## config.mk

```make
export PLATFORM = sky130hd
export DESIGN_NAME = candidate_sequencer
export DESIGN_NICKNAME = d
export VERILOG_FILES = /design/src/rtl/candidate_sequencer.sv
export SDC_FILE = /design/constraint.sdc
export NUM_CORES = 1
export LEC_CHECK = 0
export ABC_CLOCK_PERIOD_IN_PS = 6730
export CORE_UTILIZATION = 25
export DETAILED_ROUTE_END_ITERATION = 10
export GPL_ROUTABILITY_DRIVEN = 1
export GPL_TIMING_DRIVEN = 0
export HOLD_SLACK_MARGIN = 0.15
export PLACE_DENSITY = 0.5
export REMOVE_ABC_BUFFERS = 1
export SYNTH_ARGS = -nofsm -noshare
export SYNTH_HDL_FRONTEND = slang
export SYNTH_SLANG_ARGS = --single-unit
```

## constraint.sdc

```tcl
create_clock -name CLK -period 6.73 [get_ports CLK]
set_input_delay 2.019 -clock CLK [delete_from_list [all_inputs] [get_ports CLK]]
set_output_delay 2.019 -clock CLK [all_outputs]
set_load 0.01 [all_outputs]
```

## src/rtl/candidate_sequencer.sv

```systemverilog
// Candidate sequencer: issues LANES consecutive candidate indices per beat from an
// aligned start up to an inclusive limit, with run/step/halt control and ready backpressure.
module candidate_sequencer #(
   parameter int WIDTH = 30,
   parameter int LANES = 8
) (
   input  logic             CLK,
   input  logic             reset,
   input  logic             load,
   input  logic [WIDTH-1:0] start_in,
   input  logic [WIDTH-1:0] limit_in,
   input  logic             enable,
   input  logic             step,
   input  logic             ready,
   input  logic             found,
   output logic [WIDTH-1:0] base,
   output logic [LANES-1:0] lane_valid,
   output logic             valid,
   output logic             running,
   output logic             done,
   output logic             halted
);

   localparam int LB = $clog2(LANES);

   typedef enum logic [2:0] {
      IDLE,
      RUN,
      STEP,
      DONE,
      HALT
   } state_t;

   state_t           r_state;
   logic [WIDTH-1:0] r_base;
   logic [WIDTH-1:0] r_lim;

   logic             w_presenting;
   logic [LANES-1:0] w_laneValid;
   logic             w_valid;
   logic             w_accept;
   logic             w_last;
   logic [WIDTH:0]   w_lastLane;
   logic [WIDTH:0]   w_nextBase;

   // A beat is on the bus whenever the FSM is issuing; comparisons use one extra bit
   // so that a limit near the top of the index space cannot wrap.
   assign w_presenting = (r_state == RUN) || (r_state == STEP);

   always_comb begin
      w_laneValid = '0;
      for (int i = 0; i < LANES; i++) begin
         w_laneValid[i] = w_presenting &&
                          (({1'b0, r_base} + (WIDTH+1)'(i)) <= {1'b0, r_lim});
      end
   end

   assign w_valid    = |w_laneValid;
   assign w_accept   = w_valid && ready;
   assign w_lastLane = {1'b0, r_base} + (WIDTH+1)'(LANES - 1);
   assign w_nextBase = {1'b0, r_base} + (WIDTH+1)'(LANES);
   assign w_last     = (w_lastLane >= {1'b0, r_lim}) || w_nextBase[WIDTH];

   // Control FSM: load beats found, found beats acceptance, acceptance beats enable/step.
   // An empty first beat (limit below aligned start) retires to DONE without needing ready.
   always_ff @(posedge CLK) begin
      if (reset) begin
         r_state <= IDLE;
         r_base  <= '0;
         r_lim   <= '1;
      end else if (load) begin
         r_state <= IDLE;
         r_base  <= {start_in[WIDTH-1:LB], {LB{1'b0}}};
         r_lim   <= limit_in;
      end else begin
         case (r_state)
            IDLE: begin
               if (found)       r_state <= HALT;
               else if (enable) r_state <= RUN;
               else if (step)   r_state <= STEP;
            end
            RUN, STEP: begin
               if (found) begin
                  r_state <= HALT;
               end else if (!w_valid) begin
                  r_state <= DONE;
               end else if (w_accept) begin
                  if (w_last) begin
                     r_state <= DONE;
                  end else begin
                     r_base  <= w_nextBase[WIDTH-1:0];
                     r_state <= ((r_state == RUN) && enable) ? RUN : IDLE;
                  end
               end
            end
            default: r_state <= r_state;
         endcase
      end
   end

   assign base       = r_base;
   assign lane_valid = w_laneValid;
   assign valid      = w_valid;
   assign running    = (r_state == RUN);
   assign done       = (r_state == DONE);
   assign halted     = (r_state == HALT);

endmodule

```

; ---- Word-level counts from Yosys, hierarchy flattened
; Index checks and enable logic that the tools add are counted.
[classes]
add_sub_neg = 8
order_cmp = 9
n_eq_ne = 8
n_mux = 15
bitwise = 2
n_reduce_logical = 23
[ops]
columns = cell, count
row1 = $le 31x30->1, 7
row2 = $mux 30, 6
row3 = $add 30x3->31 const B, 4
row4 = $add 30x2->31 const B, 2
row5 = $add 30x1->31 const B, 1
row6 = $add 30x4->31 const B, 1
row7 = $ge 31x30->1, 1
row8 = $le 30x30->1, 1
row9 = $mux 3, 6
row10 = $logic_and 1x1->1, 10
row11 = $reduce_and 5->1, 2
row12 = $ne 4x4->1 const B, 2
row13 = $reduce_bool 2->1, 4
row14 = $reduce_or 8->1, 1
row15 = $eq 3x2->1 const B, 2
row16 = $pmux 3 s2, 1
row17 = $ne 2x2->1 const B, 2
row18 = $reduce_or 2->1, 2
row19 = $eq 3x1->1 const B, 1
row20 = $eq 3x3->1 const B, 1
row21 = $logic_not 3->1, 1
row22 = $reduce_and 3->1, 1
row23 = $logic_or 1x1->1, 2
row24 = $mux 2, 1
row25 = 2 further kinds, 3
[word_totals]
ff_bits = 63
in_bits = 67
out_inout_bits = 42
word_cells = 69

; ---- Logic depth before layout (Yosys ltp)
; Gate-level depths: netlist of run 1.
[depth]
ltp_word = 10
depth_mapped = 10

; ---- Worst setup path before layout of run 1
; Ideal clock, no wire load.
[synth_path]
kind = register to output
start = register r_base[28], in the netlist base[28]
end = output port valid
arrival_ns = 2.441
required_ns = 4.711
path_slack_ns = 2.270
stages_incl_launch_ff = 10
path_buffers = 1
path_cell_list = dfxtp_1 > ha_1 > nand4_1 > or4b_1 > clkbuf_1 > nor3_2 > a22oi_1 > a41oi_1 > nor2_1 > nor2_1
[synth_via]
elab_chain_len = 4
[synth_lines]
columns = element, line
row1 = from (decl), 35  ; logic [WIDTH-1:0] r_base;
row2 = from (signal assigned), 73  ; r_base <= {start_in[WIDTH-1:LB], {LB{1'b0}}};
row3 = from (signal assigned), 91  ; r_base <= w_nextBase[WIDTH-1:0];
row4 = "$add 30x1->31, or another cell as far along", 54  ; (({1'b0, r_base} + (WIDTH+1)'(i)) <= {1'b0, r_lim});
row5 = $le 31x30->1, 54
row6 = $logic_and 1x1->1, 53  ; w_laneValid[i] = w_presenting &&
row7 = $reduce_or 8->1 *, 58  ; assign w_valid = |w_laneValid;
row8 = to (decl), 18  ; output logic valid,
; Every way passes the cells marked *; elsewhere a longest branch is shown, timed or not.

; ---- Final worst setup path of run 1
[layout_path]
start = register r_base[22], in the netlist base[22]
end = output port valid
; The elaborated chain is that of the path after synthesis.

==> metrics.txt, run 1 <==
Die X-Extent=129 um; Bufs on Longest Clock Path=2; first-pass GRT wire length=approximately 20000 um; Stages on worst setup path=9; pin slew with the least headroom to its limit=between 1 and 1.5 ns; Avg Vias per Cell=between 4 and 5; post-route fraction of the period consumed by the critical path=0.862; Clock transition at path regs=roughly 0.05 ns; worst path required time=~4.7 ns; cell with the biggest individual delay on the critical path=or4b_1; placeable core region=15800 sq um; dominant combinational cell family by area after synthesis=simple AND/OR/NAND/NOR gates; Crit path buffers/inverters=1; total power density per cell area=198 nW/um^2; via count of the first global-routing pass=approximately 3900; hold crit path type=register to register; number of gates resized after CTS=0; number of buffers created by CTS=9; fin nets=slightly above 700; failing checks=design-rule violations; xor and xnor area share after synthesis=0.0260; worst reg2reg path startpoint=base[23]$_SDFFE_PP0P_; mux contribution to synthesized area=0.00992; top cell type by total area after synthesis=dfxtp_1; total number of yosys warnings=0; Detail Route Antenna Nets=0; CTS tree=yes; critical setup path kind=register to primary output; fraction of synthesis flops using an asynchronous set or reset pin=0; ranking of synthesized cells by area=dfxtp_1, ha_1, nand2_1; CP arrival=approximately 3.8 ns; detailed placer's ending HPWL=9200 um; total of hold buffers inserted after clock tree synthesis=0; Crit path largest cell delay=about 0.79 ns; Wirelength per Cell=between 10 and 15 um; Hold WS=0.482 ns; startpoint type of the worst setup path=register; compound-gate portion of the synthesized area=0.243; initial standard-cell utilization of the core=0.255; layout overhead on the synthesized area=36.8%; count of cells along the worst register-to-register path=8; initial antenna violation count=0; Final Setup Violations=0; max-slew violation count=0; Detailed Routing Iterations Pass 1=7; Total Power Consumption=1.09 mW; adder-cell share of the synthesized area=0.0899; fraction of layout cells with a size suffix above 1=0.0483; IO Port Bufs=102; startpoint of the most critical hold path=r_lim[15]$_SDFFE_PP1P_; most instantiated cells after synthesis=dfxtp_1, nand2_1, nor2_1, inv_1, a21oi_1; Max Fclk=approximately 0.17 GHz; library cell appearing most often on the critical path=nor2_1; Post-CTS Setup Repair Bufs=0; number of H-tree levels=3; setup repair after global routing missed its margin=no; sequential share of the synthesized area=0.297; status=finished, violations left; number of register bits inferred by synthesis=60; post-synthesis simple-gate area fraction=0.257; post-route standard cell area excluding fillers=5530 sq um; final critical path time including I/O delays and setup=5.80 ns; Final Skew=0.00761 ns; remaining global-route overflow=0; RD Place Congestion=0.785; vertical extent of the die=around 130 um; Critical Path, Cell by Cell=ha_1 -> nand4_1 -> or4b_1 -> nor3_2 -> a22oi_1 -> a41oi_1 -> nor2_1 -> nor2_1 -> clkdlybuf4s50_1; top-level I/O count=109; critical path capture point type=primary output; synthesized area divided by synthesized cell count=7.59 sq um; total clock sinks=60; distinct cell type count of the synthesized netlist=54; WHS Path Cells=2; Inserted Diodes=0; row count=46; Main synth FF type=dfxtp_1; Post-Synthesis Cells=roughly 530; DRT Wirelength=12500 um; pin count of the biggest net entering global routing=between 40 and 50; total DRC errors in the routed layout=1; netlist area before placement=just over 4000 sq um; delay-heaviest family, CP=simple AND/OR/NAND/NOR gates; count of flip-flops with a built-in enable after synthesis=0; die area=around 17000 sq um; Max rail drop VDD=~0.00012 V; Placed Instance Area=5230 sq um; worst-case headroom to the max-slew limit=0.255; root cell of the clock tree=clkbuf_16; Total GRT Usage=0.156; CP Launch Point=base[22]$_SDFFE_PP0P_; leakage power of the design=about 2.1 nW; share of Yosys cell area claimed by the top area cell type=0.297; total vias in the final route=between 4000 and 5000; highest net fanout along the worst path=9; number of endpoints with negative hold slack in the final report=0; clock latency of the later-clocked register in the worst-skew pair=0.34 ns; max-cap check violation count=0; First DRT Iteration DRCs=201; most frequent cell after synthesis=dfxtp_1
==> per-layer routing <==
layer,share of wire,GRT usage,up-vias,routed length [um]
met3,0.043,0.0388,11,541
met1,0.49,0.207,1900,6120
met4,0.016,0.0498,0,196
met2,0.45,0.247,92,5640
met5,0,0,-,0
li1,-,-,2106,-
==> stage by stage <==
stage	setup TNS, ns	utilization	setup WS (ns)	std cells
after floorplan	0	-	2.28	501
after global placement	-6.65	0.328	-0.541	819
after detailed placement	0	0.330	1.20	821
after CTS	0	0.349	0.831	837
after global routing	0	0.349	0.717	837
final	0	0.349	0.927	837
==> final cells by class <==
cell class                      count  area [sq um]
Inverter                           43           161
Timing Repair Buffer              104          1050
Sequential cell                    60          1200
Clock buffer                       12           256
Multi-Input combinational cell    398          2540
Fill cell                        1671         10300
Clock inverter                      4          47.5
Tap cell                          216           270
==> placed cells by master, fill, tap and decap left out, types with 4 or more instances in the layout <==
master           synthesis  final
clkbuf_16                0      9
ha_1                    29     29
nor3_1                  11     11
and3_1                   7      7
or4_1                    4      4
o21ai_0                 26     26
a21oi_1                 32     32
a311oi_1                13     13
nor2_1                  51     51
xnor2_1                 12     12
inv_1                   42     42
nor3b_1                  4      4
nor4_1                  11     11
a31o_2                   4      4
o211ai_1                29     29
dfxtp_1                 60     60
nand2_1                 59     59
or3_1                    6      6
clkdlybuf4s50_1          0    100
mux2i_1                  4      4
nand4_1                 17     17
and2_1                   5      5
nand3_1                 16     16
a211oi_1                13     13
==> worst reg2reg max path, stage by stage (launching register included) <==
cell and delay [ns]:
dfxtp_1 0.45, ha_1 0.29, a21oi_1 0.14, o21ai_0 0.14
a221oi_1 0.55, nand2_1 0.44, or4_4 0.76, or4_1 0.43
a311oi_1 0.25
==> state kept, by name (all words and copies together), names as in the netlist <==
signal / cells
r_state: 3
r_lim: 30
base: 27
==> path summary, 6_finish.rpt <==
check	slack [ns]	end
worst max-delay path	0.93	valid
worst min register to register	0.48	r_lim[15]$_SDFFE_PP1P_
worst max register to register	3.19	base[25]$_SDFFE_PP0P_
worst min-delay path	0.48	r_lim[15]$_SDFFE_PP1P_
==> report_power, final <==
group / switching (mW) / internal [mW] / leakage, nW
Sequential: 0.0294 / 0.380 / 0.499
Combinational: 0.101 / 0.109 / 1.49
Clock: 0.167 / 0.305 / 0.149
==> logic make-up (layout without fill, tap and decap cells) <==
logic type	after synthesis	in the layout
compound gates	142	142
xor+xnor	12	12
fa+ha+maj	29	29
buf+inv	76	163
flops	60	60
mux	4	4
other cells	1	3
simple gates	208	208
No activity file was read; power rests on OpenSTA's default activity.
==> inputs of run 2 (changes only) <==
Settings changed: CORE_ASPECT_RATIO set to 1.4, SKIP_CTS_REPAIR_TIMING set to 1, SLEW_MARGIN set to 10.
==> metrics.txt, run 2 (synthesis results as in run 1) <==
Avg Vias per Cell=5.15 (was 4.91); placeable core region=15700 sq um (was 15800 sq um); total power density per cell area=192 nW/um^2 (was 198 nW/um^2); max-cap check violation count=0 (unchanged); highest-count cells in the layout ignoring fill and taps=clkdlybuf4s50_1, dfxtp_1, nand2_1 (unchanged); DRT Wirelength=12900 um (was 12500 um); worst path required time=4.71 ns (about the same); initial standard-cell utilization of the core=0.258 (was 0.255); fraction of layout cells with a size suffix above 1=0.0452 (was 0.0483); CTS tree=yes (unchanged); leakage power of the design=2.12 nW (was 2.14 nW); Crit path largest cell delay=0.80 ns (was 0.79 ns); worst-case headroom to the max-slew limit=0.266 (was 0.255); First DRT Iteration DRCs=158 (was 201); post-route standard cell area excluding fillers=5450 sq um (was 5530 sq um); Inserted Diodes=0 (unchanged); pin slew with the least headroom to its limit=1.10 ns (was 1.12 ns); critical setup path kind=register to primary output (unchanged); leading cell type in the layout, fill and taps excluded=clkdlybuf4s50_1 (unchanged); vertical extent of the die=152 um (was 129 um); max-slew violation count=0 (unchanged); root cell of the clock tree=clkbuf_16 (unchanged); number of H-tree levels=3 (unchanged); clock latency of the later-clocked register in the worst-skew pair=0.33 ns (was 0.34 ns); remaining global-route overflow=0 (unchanged); layout overhead on the synthesized area=34.9% (was 36.8%); number of buffers created by CTS=9 (unchanged); Critical Path, Cell by Cell=ha_1 -> nand4_1 -> or4b_1 -> nor3_2 -> a22oi_1 -> a41oi_1 -> nor2_1 -> nor2_1 -> clkdlybuf4s50_1 (unchanged); setup repair after global routing missed its margin=no (unchanged); startpoint type of the worst setup path=register (unchanged); fin nets=711 (was 712); pin count of the biggest net entering global routing=53 (was 41); total clock sinks=60 (unchanged); Total GRT Usage=0.159 (was 0.156); Detailed Routing Iterations Pass 1=6 (was 7); number of fillers in the final layout=1705 (was 1671); via count of the first global-routing pass=4117 (was 3897); detailed placer's ending HPWL=9600 um (was 9200 um); Placed Instance Area=5180 sq um (was 5230 sq um); post-route fraction of the period consumed by the critical path=0.859 (was 0.862); Clock transition at path regs=0.05 ns (about the same); cell with the biggest individual delay on the critical path=or4b_1 (unchanged); Max Fclk=0.173 GHz (was 0.172 GHz); total DRC errors in the routed layout=0 (was 1); row count=54 (was 46); Most flops, register=r_lim (unchanged); Detail Route Antenna Nets=0 (unchanged); critical path capture point type=primary output (unchanged); IO Port Bufs=102 (unchanged); initial antenna violation count=0 (unchanged); total vias in the final route=4199 (was 4109); status=finished, final reports clean (was finished, violations left); pre-CTS setup slack=1.29 ns (was 1.20 ns); number of endpoints with negative hold slack in the final report=0 (unchanged); hold crit path type=register to register (unchanged); top-level I/O count=109 (unchanged); first-pass GRT wire length=20500 um (was 19900 um); flip-flop count of the largest register after layout=30 (unchanged); highest net fanout along the worst path=9 (unchanged); Final Setup Violations=0 (unchanged); Wirelength per Cell=15.9 um (was 14.9 um); library cell appearing most often on the critical path=nor2_1 (unchanged); final worst-path setup slack=0.949 ns (was 0.927 ns); Die X-Extent=109 um (was 129 um); Max rail drop VDD=0.000101 V (was 0.000120 V); final critical path time including I/O delays and setup=5.78 ns (was 5.80 ns); RD Place Congestion=0.788 (was 0.785); Final Skew=0.00592 ns (was 0.00761 ns); Bufs on Longest Clock Path=2 (unchanged); die area=16700 sq um (about the same); CP arrival=3.76 ns (was 3.78 ns)
run 2: cell types whose count changed in the layout (fill, tap and decap cells not counted):
cell        change
clkinv_1        -1
clkinvlp_4      -1
buf_12          -1
bufinv_16       -1
clkbuf_1        +1
clkbuf_2        -1
buf_2           +1
clkinv_2        +1
run 2: per-layer routing:
metal	track usage	part of all wire
met1	0.184	0.41
met2	0.277	0.51
met3	0.0308	0.050
met4	0.0724	0.024
met5	0	0
run 2: final cells by class:
type | count | area (sq um) | share of cell area
clock buffer | 13 | 260 | 0.0478
clock inverter | 2 | 10.0 | 0.00184
inverter | 43 | 163 | 0.0299
multi-input combinational | 398 | 2540 | 0.466
sequential | 60 | 1200 | 0.220
tap | 196 | 245 | 0.0450
timing repair buffer | 103 | 1030 | 0.189
run 2: final timing paths:
check / start / endpoint / slack [ns] / cells past startpoint
worst min register to register: r_lim[16]$_SDFFE_PP1P_ / r_lim[16]$_SDFFE_PP1P_ / 0.48 / 2
worst max-delay path: base[22]$_SDFFE_PP0P_ / valid / 0.95 / 9
worst max register to register: base[23]$_SDFFE_PP0P_ / base[25]$_SDFFE_PP0P_ / 3.19 / 8
worst min-delay path: r_lim[16]$_SDFFE_PP1P_ / r_lim[16]$_SDFFE_PP1P_ / 0.48 / 2
run 2: through the flow:
step | power (mW) | TNS (ns) | std cells | util | hold WS [ns]
after detailed placement | 0.629 | 0 | 800 | 0.330 | 0.480
after floorplan | 0.512 | 0 | 501 | - | 0.459
after CTS | 1.06 | 0 | 815 | 0.348 | 0.490
after global routing | 1.10 | 0 | 815 | 0.348 | 0.499
after global placement | 0.624 | -5.89 | 799 | 0.330 | 0.472
final | 1.05 | 0 | 815 | 0.348 | 0.484
run 2: critical path, delay by kind of cell, from the launching register on:
kind	cells	cell delay [ns]
buf+inv	1	0.54
flops	1	0.39
compound gates	2	0.48
simple gates	5	1.70
fa+ha+maj	1	0.32
run 2: power breakdown:
part           switching (mW)  leakage (nW)  total (mW)  internal [mW]
combinational           0.102          1.48       0.210          0.108
clock                   0.159         0.135       0.425          0.266
sequential             0.0296         0.499       0.410          0.380
==> inputs of run 3 (changes only) <==
Settings changed: ABC_CLOCK_PERIOD_IN_PS 6730 to 6500, CAP_MARGIN set to 20.
Clock period 6.73 ns to 6.5 ns, I/O delays scaled along.
==> metrics.txt, run 3 (synthesis results as in run 1) <==
status=finished, final reports clean (unchanged); clock share of power=0.446 (was 0.407); remaining global-route overflow=0 (unchanged); First DRT Iteration DRCs=166 (was 158); Detail Route Antenna Nets=0 (unchanged); initial antenna violation count=0 (unchanged); proportion of power drawn by flip-flops and latches=0.365 (was 0.392); initial standard-cell utilization of the core=0.258 (unchanged); number of buffers created by CTS=9 (unchanged); pre-CTS setup slack=1.10 ns (was 1.29 ns); leakage power of the design=2.15 nW (was 2.12 nW); IO Port Bufs=102 (unchanged); flip-flop count of the largest register after layout=30 (unchanged); vertical extent of the die=152 um (unchanged); RD Place Congestion=0.788 (unchanged); critical setup path kind=register to primary output (unchanged); detailed placer's ending HPWL=9650 um (was 9600 um); highest net fanout along the worst path=9 (unchanged); post-route fraction of the period consumed by the critical path=0.874; Net Sw Frac=0.268 (was 0.278); total vias in the final route=4178 (was 4199); number of H-tree levels=3 (unchanged); highest-count cells in the layout ignoring fill and taps=clkdlybuf4s50_1, dfxtp_1, nand2_1 (unchanged); clock latency of the later-clocked register in the worst-skew pair=0.33 ns (about the same); Bufs on Longest Clock Path=2 (unchanged); final worst-path setup slack=0.821 ns (was 0.949 ns); relative contribution of combinational cells to total power=0.189 (was 0.201); utilization after layout=0.353 (was 0.348); Final Setup Violations=0 (unchanged); Most flops, register=r_lim (unchanged); fraction of layout cells with a size suffix above 1=0.0515 (was 0.0452); placed cell count=801 (was 800); Die X-Extent=109 um (unchanged); Wirelength per Cell=15.7 um (was 15.9 um); hold crit path type=register to register (unchanged); Placed Instance Area=5200 sq um (was 5180 sq um); Total GRT Usage=0.159 (about the same); critical path capture point type=primary output (unchanged); pin slew with the least headroom to its limit=1.03 ns (was 1.10 ns); worst path required time=4.55 ns (was 4.71 ns); layout overhead on the synthesized area=37.0% (was 34.9%); root cell of the clock tree=clkbuf_16 (unchanged); Cell Count, Final, Fillers Out=817 (was 815); total power density per cell area=210 nW/um^2 (was 192 nW/um^2); switching power summed over all nets=0.311 mW (was 0.291 mW); leading cell type in the layout, fill and taps excluded=clkdlybuf4s50_1 (unchanged); startpoint type of the worst setup path=register (unchanged); final critical path time including I/O delays and setup=5.68 ns; fin nets=712 (was 711); Avg Vias per Cell=5.11 (was 5.15); max-cap check violation count=0 (unchanged); CP arrival=3.73 ns (was 3.76 ns); row count=54 (unchanged); first-pass GRT wire length=20500 um (unchanged); Inserted Diodes=0 (unchanged); total internal power=0.852 mW (was 0.754 mW); Clock transition at path regs=0.05 ns (about the same); Max rail drop VDD=0.000116 V (was 0.000101 V); CTS tree=yes (unchanged); Max Fclk=~0.18 GHz; worst-case headroom to the max-slew limit=0.308 (was 0.266); setup repair after global routing missed its margin=no (unchanged); post-route standard cell area excluding fillers=5530 sq um (was 5450 sq um); placeable core region=15700 sq um (unchanged); top-level I/O count=109 (unchanged); pin count of the biggest net entering global routing=53 (unchanged); total clock sinks=60 (unchanged); via count of the first global-routing pass=4148 (was 4117); Final Skew=0.00625 ns (was 0.00592 ns); DRT Wirelength=12800 um (was 12900 um); total DRC errors in the routed layout=0 (unchanged); number of endpoints with negative hold slack in the final report=0 (unchanged); Total Power Consumption=1.16 mW (was 1.05 mW); Detailed Routing Iterations Pass 1=5 (was 6); max-slew violation count=0 (unchanged); die area=16700 sq um (unchanged)
==> run 3: changes by cell type in the layout (fill, tap and decap cells not counted) <==
cell        change
bufinv_16       +2
clkinv_2        -1
clkinvlp_4      +3
buf_16          +1
clkbuf_1        -2
clkbuf_8        -1
==> run 3: cell type report <==
class | count | area, sq um
inverter | 43 | 163
clock inverter | 6 | 87.6
multi-input combinational | 398 | 2540
tap | 196 | 245
sequential | 60 | 1200
fill | 1727 | 10100
clock buffer | 10 | 239
timing repair buffer | 104 | 1060
==> run 3: worst max-delay path: stages (launching register included) <==
cell and delay, ns:
dfxtp_1 0.39, ha_1 0.36, nand4_1 0.25, or4b_1 0.75, nor3_2 0.42, a22oi_1 0.12
a41oi_1 0.35, nor2_1 0.12, nor2_1 0.11, clkdlybuf4s50_1 0.54
==> run 3: stage by stage <==
stage | TNS (ns) | hold WS (ns)
detailed placement | 0 | 0.480
global placement | -10.24 | 0.472
CTS | 0 | 0.489
floorplan | 0 | 0.459
finish | 0 | 0.486
global route | 0 | 0.492
==> run 3: final timing paths <==
| check | startpoint | to | slack (ns) | cells after the start |
|---|---|---|---|---|
| setup / recovery | base[21]$_SDFFE_PP0P_ | valid | 0.82 | 9 |
| hold / removal | r_lim[16]$_SDFFE_PP1P_ | r_lim[16]$_SDFFE_PP1P_ | 0.49 | 2 |
| setup reg to reg | base[23]$_SDFFE_PP0P_ | base[19]$_SDFFE_PP0P_ | 2.95 | 8 |
| hold reg to reg | r_lim[16]$_SDFFE_PP1P_ | r_lim[16]$_SDFFE_PP1P_ | 0.49 | 2 |
==> run 3: routing by layer <==
metal	vias up	GRT usage	part of all wire	wire, um
met4	0	0.0863	0.038	492
met2	107	0.272	0.50	6380
met3	30	0.0282	0.047	601
li1	2109	-	-	-
met1	1932	0.183	0.42	5320
met5	-	0	0	0
==> run 3: power groups by stage <==
stage               logic (mW)  registers (mW)  clock network [mW]
floorplan                0.103           0.428                   0
global placement         0.215           0.432                   0
detailed placement       0.221           0.432                   0
CTS                      0.222           0.425               0.535
global route             0.243           0.429               0.548
finish                   0.219           0.424               0.519
==> RTL change 1: new RTL, config.mk and constraints of run 3 <==
Re-encode `state_t` (5 states) as one-hot, 5 bits wide.
--- a/src/rtl/candidate_sequencer.sv
+++ b/src/rtl/candidate_sequencer.sv
@@ -23,12 +23,12 @@
 
    localparam int LB = $clog2(LANES);
 
-   typedef enum logic [2:0] {
-      IDLE,
-      RUN,
-      STEP,
-      DONE,
-      HALT
+   typedef enum logic [4:0] {
+      IDLE = 5'b00001,
+      RUN  = 5'b00010,
+      STEP = 5'b00100,
+      DONE = 5'b01000,
+      HALT = 5'b10000
    } state_t;
 
    state_t           r_state;
Function: no difference found for any inputs over 4 cycles, from zero or initial values and one cycle with reset high; so few cycles prove little.
==> RTL change 1 against run 3 <==
Worst setup slack better by 0.25 ns; design area rose by 4.4%; highest routed layer unchanged; sequential cell count grew 2; wire length grew 9.7%; non-clock buffer count is the same; die area is 6.6% higher; via count grew 1.7%; power down 3.3%; synthesized area increased by 6.7%; critical path type unchanged.
==> RTL change 1: results (changes against run 3) <==
| Metric | Value |
|---|---|
| Post-synthesis sequential area ratio | `28.8% (-0.93 points)` |
| DR iter-0 viols | `179 (+7.8%)` |
| Status | `finished clean` |
| WL per Instance | `16.9 um (+7.9%)` |
| Hpwl dp | `10700 um (+11%)` |
| Vias in the first global route | `4407 (+6.2%)` |
| Logic gate share of total power | `19.4% (+0.5 points)` |
| Pin count of the biggest net entering global routing | `72 (+36%)` |
| Arrival time of the worst setup path | `3.48 ns (-0.25 ns)` |
| H-tree depth | `3 (unchanged)` |
| Initial antenna violation count | `0 (unchanged)` |
| Non-filler instance count after layout | `831 (+1.7%)` |
| Dpl cells | `818 (+2.1%)` |
| Worst Tran Pin Value | `1.08 ns (+0.0475 ns)` |
| Reg clk slew, reported paths | `0.05 ns (about the same)` |
| Peak supply drop | `88.8 uV (-23%)` |
| Primary FF master, synth | `dfxtp_1` |
| Worst setup startpoint | `base[10]` |
| CP Capture Point | `valid` |
| Clk buf depth | `2 (unchanged)` |
| Reg2reg end | `base[27]` |
| Reg with most FFs | `r_lim` |
| First-pass GRT wire length | `22500 um (+9.9%)` |
| Async S/R FF share, synth | `0% (unchanged)` |
| Sw Share | `27.4% (+0.61 points)` |
| Worst r2r src | `base[29]` |
| Max reg flops | `30 (unchanged)` |
| Layout cell share with drive strength beyond 1 | `6.85% (+1.7 points)` |
| Gr usage total | `16.6% (+0.71 points)` |
| LEAKAGE | `2.37 nW (+10%)` |
| Worst Hold Class | `reg2reg` |
| # fillers | `1768 (+2.4%)` |
| Cts bufs inserted | `9 (unchanged)` |
| Initial DRT Pass Iterations | `4 (-1)` |
| Flop-to-flop setup slack | `3.36 ns (+0.41 ns)` |
| Area contributors post-synth | `dfxtp_1, ha_1, nand2_1` |
| Syn Inst Count | `537 (+0.94%)` |
| Clock Tree Root | `clkbuf_16` |
| Final nets | `722 (+1.4%)` |
| Yosys warns | `0 (unchanged)` |
| PortBufs | `102 (unchanged)` |
| Worst Reg-to-Reg Cells | `8 (unchanged)` |
| Vias | `4250 (+1.7%)` |
| Crit path max fanout | `12 (+3)` |
| Antenna cell count | `0 (unchanged)` |
| Yosys cell types | `70 (+30%)` |
| Slowest CP cell | `nor2_1` |
| Commonest cells post-synth | `nand2_1, dfxtp_1, inv_1` |
| CP max stage delay | `0.64 ns (-0.11 ns)` |
| Worst skew pair latency | `0.33 ns (about the same)` |
| Gpl congestion | `0.813 (+3.2%)` |
| Setup Skew | `0.00495 ns (-0.00130 ns)` |
[RTL change 1: routing by layer]
metal	track usage, %	routed length, um	up-vias
li1	-	-	2160
met1	18.6	5930	1958
met2	30.1	7120	111
met3	3.81	646	21
met4	6.77	333	0
met5	0	0	-
[RTL change 1: cell families after synthesis]
logic type               count (synthesis)  synth area share (%)
multiplexers                             4                 0.930
flip-flops                              62                  28.8
other                                    1                0.0871
AND/OR/NAND/NOR                        198                  25.8
buffers and inverters                   75                  7.47
XOR/XNOR                                 6                  1.22
AO/OA/AOI/OAI                          162                  27.2
adder cells (fa/ha/maj)                 29                  8.43
[RTL change 1: layout make-up]
| type | instances | area [um^2] | area share [%] |
|---|---|---|---|
| inverters | 47 | 176 | 3.06 |
| clock buffers | 11 | 243 | 4.20 |
| multi-input cells | 402 | 2750 | 47.6 |
| clock inverters | 2 | 35.0 | 0.607 |
| repair buffers | 104 | 1070 | 18.6 |
| well taps | 203 | 254 | 4.40 |
| flip-flops and latches | 62 | 1240 | 21.5 |
[RTL change 1: power groups by stage]
stage                     clock [W]  combinational [W]  sequential (W)
after floorplan                   0           0.000109        0.000437
after global placement            0           0.000214        0.000441
after detailed placement          0           0.000220        0.000441
after CTS                  0.000481           0.000222        0.000434
after global routing       0.000498           0.000242        0.000438
final                      0.000472           0.000219        0.000434
[RTL change 1: through the flow]
stage / utilization [%] / area, um^2 / hold slack (ns) / setup TNS [ns] / setup slack [ns]
floorplan: - / 4170 / 0.459 / 0 / 2.39
global placement: 32.4 / 5440 / 0.474 / -1.01 / -0.164
detailed placement: 32.7 / 5500 / 0.480 / 0 / 1.36
CTS: 34.3 / 5770 / 0.488 / 0 / 1.06
global route: 34.3 / 5770 / 0.510 / 0 / 0.789
finish: 34.3 / 5770 / 0.487 / 0 / 1.07
[RTL change 1: worst min path at each step]
stage / depth (start not counted) / start / to / slack [ns]
detailed placement: 2 / r_lim[7] / r_lim[7] / 0.48
floorplan: 2 / r_lim[10] / r_lim[10] / 0.46
global route: 2 / r_lim[25] / r_lim[25] / 0.51
global placement: 2 / r_lim[25] / r_lim[25] / 0.47
CTS: 2 / r_lim[7] / r_lim[7] / 0.49
finish: 2 / r_lim[29] / r_lim[29] / 0.49
[RTL change 1: worst max-delay path: cells and delay by family (launching register included)]
kind	cells	cell delay (ns)
compound gates	3	0.83
fa+ha+maj	1	0.37
buf+inv	1	0.48
flops	1	0.38
simple gates	4	1.10
==> RTL change 2: new RTL, settings of run 3 <==
Without the edit above. Change the parameter `LANES` from 8 to 4.
--- a/src/rtl/candidate_sequencer.sv
+++ b/src/rtl/candidate_sequencer.sv
@@ -2,7 +2,7 @@
 // aligned start up to an inclusive limit, with run/step/halt control and ready backpressure.
 module candidate_sequencer #(
    parameter int WIDTH = 30,
-   parameter int LANES = 8
+   parameter int LANES = 4
 ) (
    input  logic             CLK,
    input  logic             reset,
Interface: changed (resized lane_valid); port bits go from 109 to 105. No check against the original RTL was run, so the function may have changed too.
==> RTL change 2 against run 3 <==
Combinational power is 5% lower; synthesized area shrank 3.0%; wire length decreased by 8.3%; critical path depth is 2 lower; die area shrank 3.0%; worst setup slack improved by 0.39 ns; design area shrank 3.5%; sequential cell count up 1; register-to-register slack better by 0.29 ns; worst hold slack lost 0.0067 ns; sequential power up 0.9%; power decreased by 8.0%; first-iteration DRC count shrank 3.6%.
==> RTL change 2: results (changes against run 3) <==
| Metric | Value |
|---|---|
| Status | `finished clean` |
| Reg with most FFs | `r_lim` |
| Vias per inst | `4.82 (-5.7%)` |
| First-pass GRT wire length | `19000 um (-7.5%)` |
| # fillers | `1589 (-8.0%)` |
| Number of flops mapped to enable cells by yosys | `0 (unchanged)` |
| Final nets | `659 (-7.4%)` |
| DR iter-0 viols | `160 (-3.6%)` |
| Gpl congestion | `0.792 (+0.42%)` |
| Vias in the first global route | `3726 (-10%)` |
| Synth Area in Compound Gates | `22.0% (-2.3 points)` |
| PortBufs | `100 (-2.0%)` |
| Cts bufs inserted | `9 (unchanged)` |
| Max reg flops | `30 (unchanged)` |
| Commonest cells post-synth | `dfxtp_1, nand2_1, inv_1, nor2_1, ha_1` |
| Dpl cells | `742 (-7.4%)` |
| Setup Skew | `0.00979 ns (+0.00354 ns)` |
| Final Hold Vio Count | `0 (unchanged)` |
| Yosys warns | `0 (unchanged)` |
| Rel. slew slack | `24.4% (-6.5 points)` |
| Async S/R FF share, synth | `0% (unchanged)` |
| Place WS | `1.55 ns (+0.448 ns)` |
| Area leader, netlist | `dfxtp_1` |
| Crit path max fanout | `7 (-2)` |
| Layout cell share with drive strength beyond 1 | `6.37% (+1.2 points)` |
| Adder-cell share of the synthesized area | `9.58% (+0.60 points)` |
| Sw Pwr | `0.000287 W (-7.9%)` |
| Peak supply drop | `83.3 uV (-28%)` |
| CP max stage delay | `0.63 ns (-0.12 ns)` |
| XOR/XNOR Fraction of Synth Area | `5.81% (+3.2 points)` |
| Arrival time of the worst setup path | `3.34 ns (-0.39 ns)` |
| Area contributors post-synth | `dfxtp_1, ha_1, o211ai_1` |
| Initial antenna violation count | `0 (unchanged)` |
| H-tree depth | `3 (unchanged)` |
| Hpwl dp | `8770 um (-9.2%)` |
| Vias | `3652 (-13%)` |
| Post-synthesis sequential area ratio | `31.2% (+1.4 points)` |
| Post-synthesis mux area share | `0.767% (-0.22 points)` |
| Worst Hold Class | `reg2reg` |
| Pin count of the biggest net entering global routing | `46 (-13%)` |
| Slowest CP cell | `or4_1` |
| Clk buf depth | `2 (unchanged)` |
| Antenna cell count | `0 (unchanged)` |
| Yosys cell types | `57 (+5.6%)` |
| Worst skew pair latency | `0.33 ns (about the same)` |
| Reg clk slew, reported paths | `0.05 ns (about the same)` |
| Gr usage total | `15.3% (-0.54 points)` |
| WL per Instance | `15.5 um (-1.0%)` |
| Initial DRT Pass Iterations | `4 (-1)` |
| Syn Inst Count | `474 (-11%)` |
| LEAKAGE | `2.19 nW (+1.9%)` |
RTL change 2: final cells by class:
cell class | count | area, um^2 | share of cell area, %
inverter | 35 | 131 | 2.46
clock buffer | 12 | 256 | 4.80
multi-input combinational | 352 | 2430 | 45.5
sequential | 61 | 1220 | 22.9
timing repair buffer | 103 | 1050 | 19.7
clock inverter | 2 | 10.0 | 0.187
tap | 192 | 240 | 4.50
RTL change 2: stage by stage:
step,util [%],area (um^2)
after floorplan,-,3780
after global placement,33.1,5020
after detailed placement,33.3,5060
after CTS,35.1,5330
after global routing,35.2,5340
final,35.2,5340
RTL change 2: power by group through the flow:
stage                     combinational, W  clock, W  sequential [W]
after floorplan                  0.0000966         0        0.000433
final                             0.000208  0.000434        0.000428
after global routing              0.000231  0.000466        0.000432
after global placement            0.000206         0        0.000435
after CTS                         0.000210  0.000445        0.000428
after detailed placement          0.000209         0        0.000435
RTL change 2: routing by layer:
metal / routed length, um / track usage, % / up-vias / part of all wire (%)
li1: - / - / 1887 / -
met2: 5990 / 27.2 / 62 / 51
met3: 338 / 2.16 / 12 / 2.9
met5: 0 / 0 / - / 0
met1: 5220 / 18.5 / 1691 / 45
met4: 178 / 5.68 / 0 / 1.5
RTL change 2: final timing paths:
kind	from	endpoint	slack, ns	depth (start not counted)
setup reg to reg	base[23]	base[21]	3.24	9
hold / removal	r_lim[12]	r_lim[12]	0.48	2
hold reg to reg	r_lim[12]	r_lim[12]	0.48	2
setup / recovery	base[23]	valid	1.21	7
RTL change 2: worst max-delay path, delay by kind of cell (launching register included):
kind / cells / cell delay (ns)
simple gates: 4 / 1.45
buf+inv: 1 / 0.54
flops: 1 / 0.38
fa+ha+maj: 1 / 0.33
compound gates: 1 / 0.31
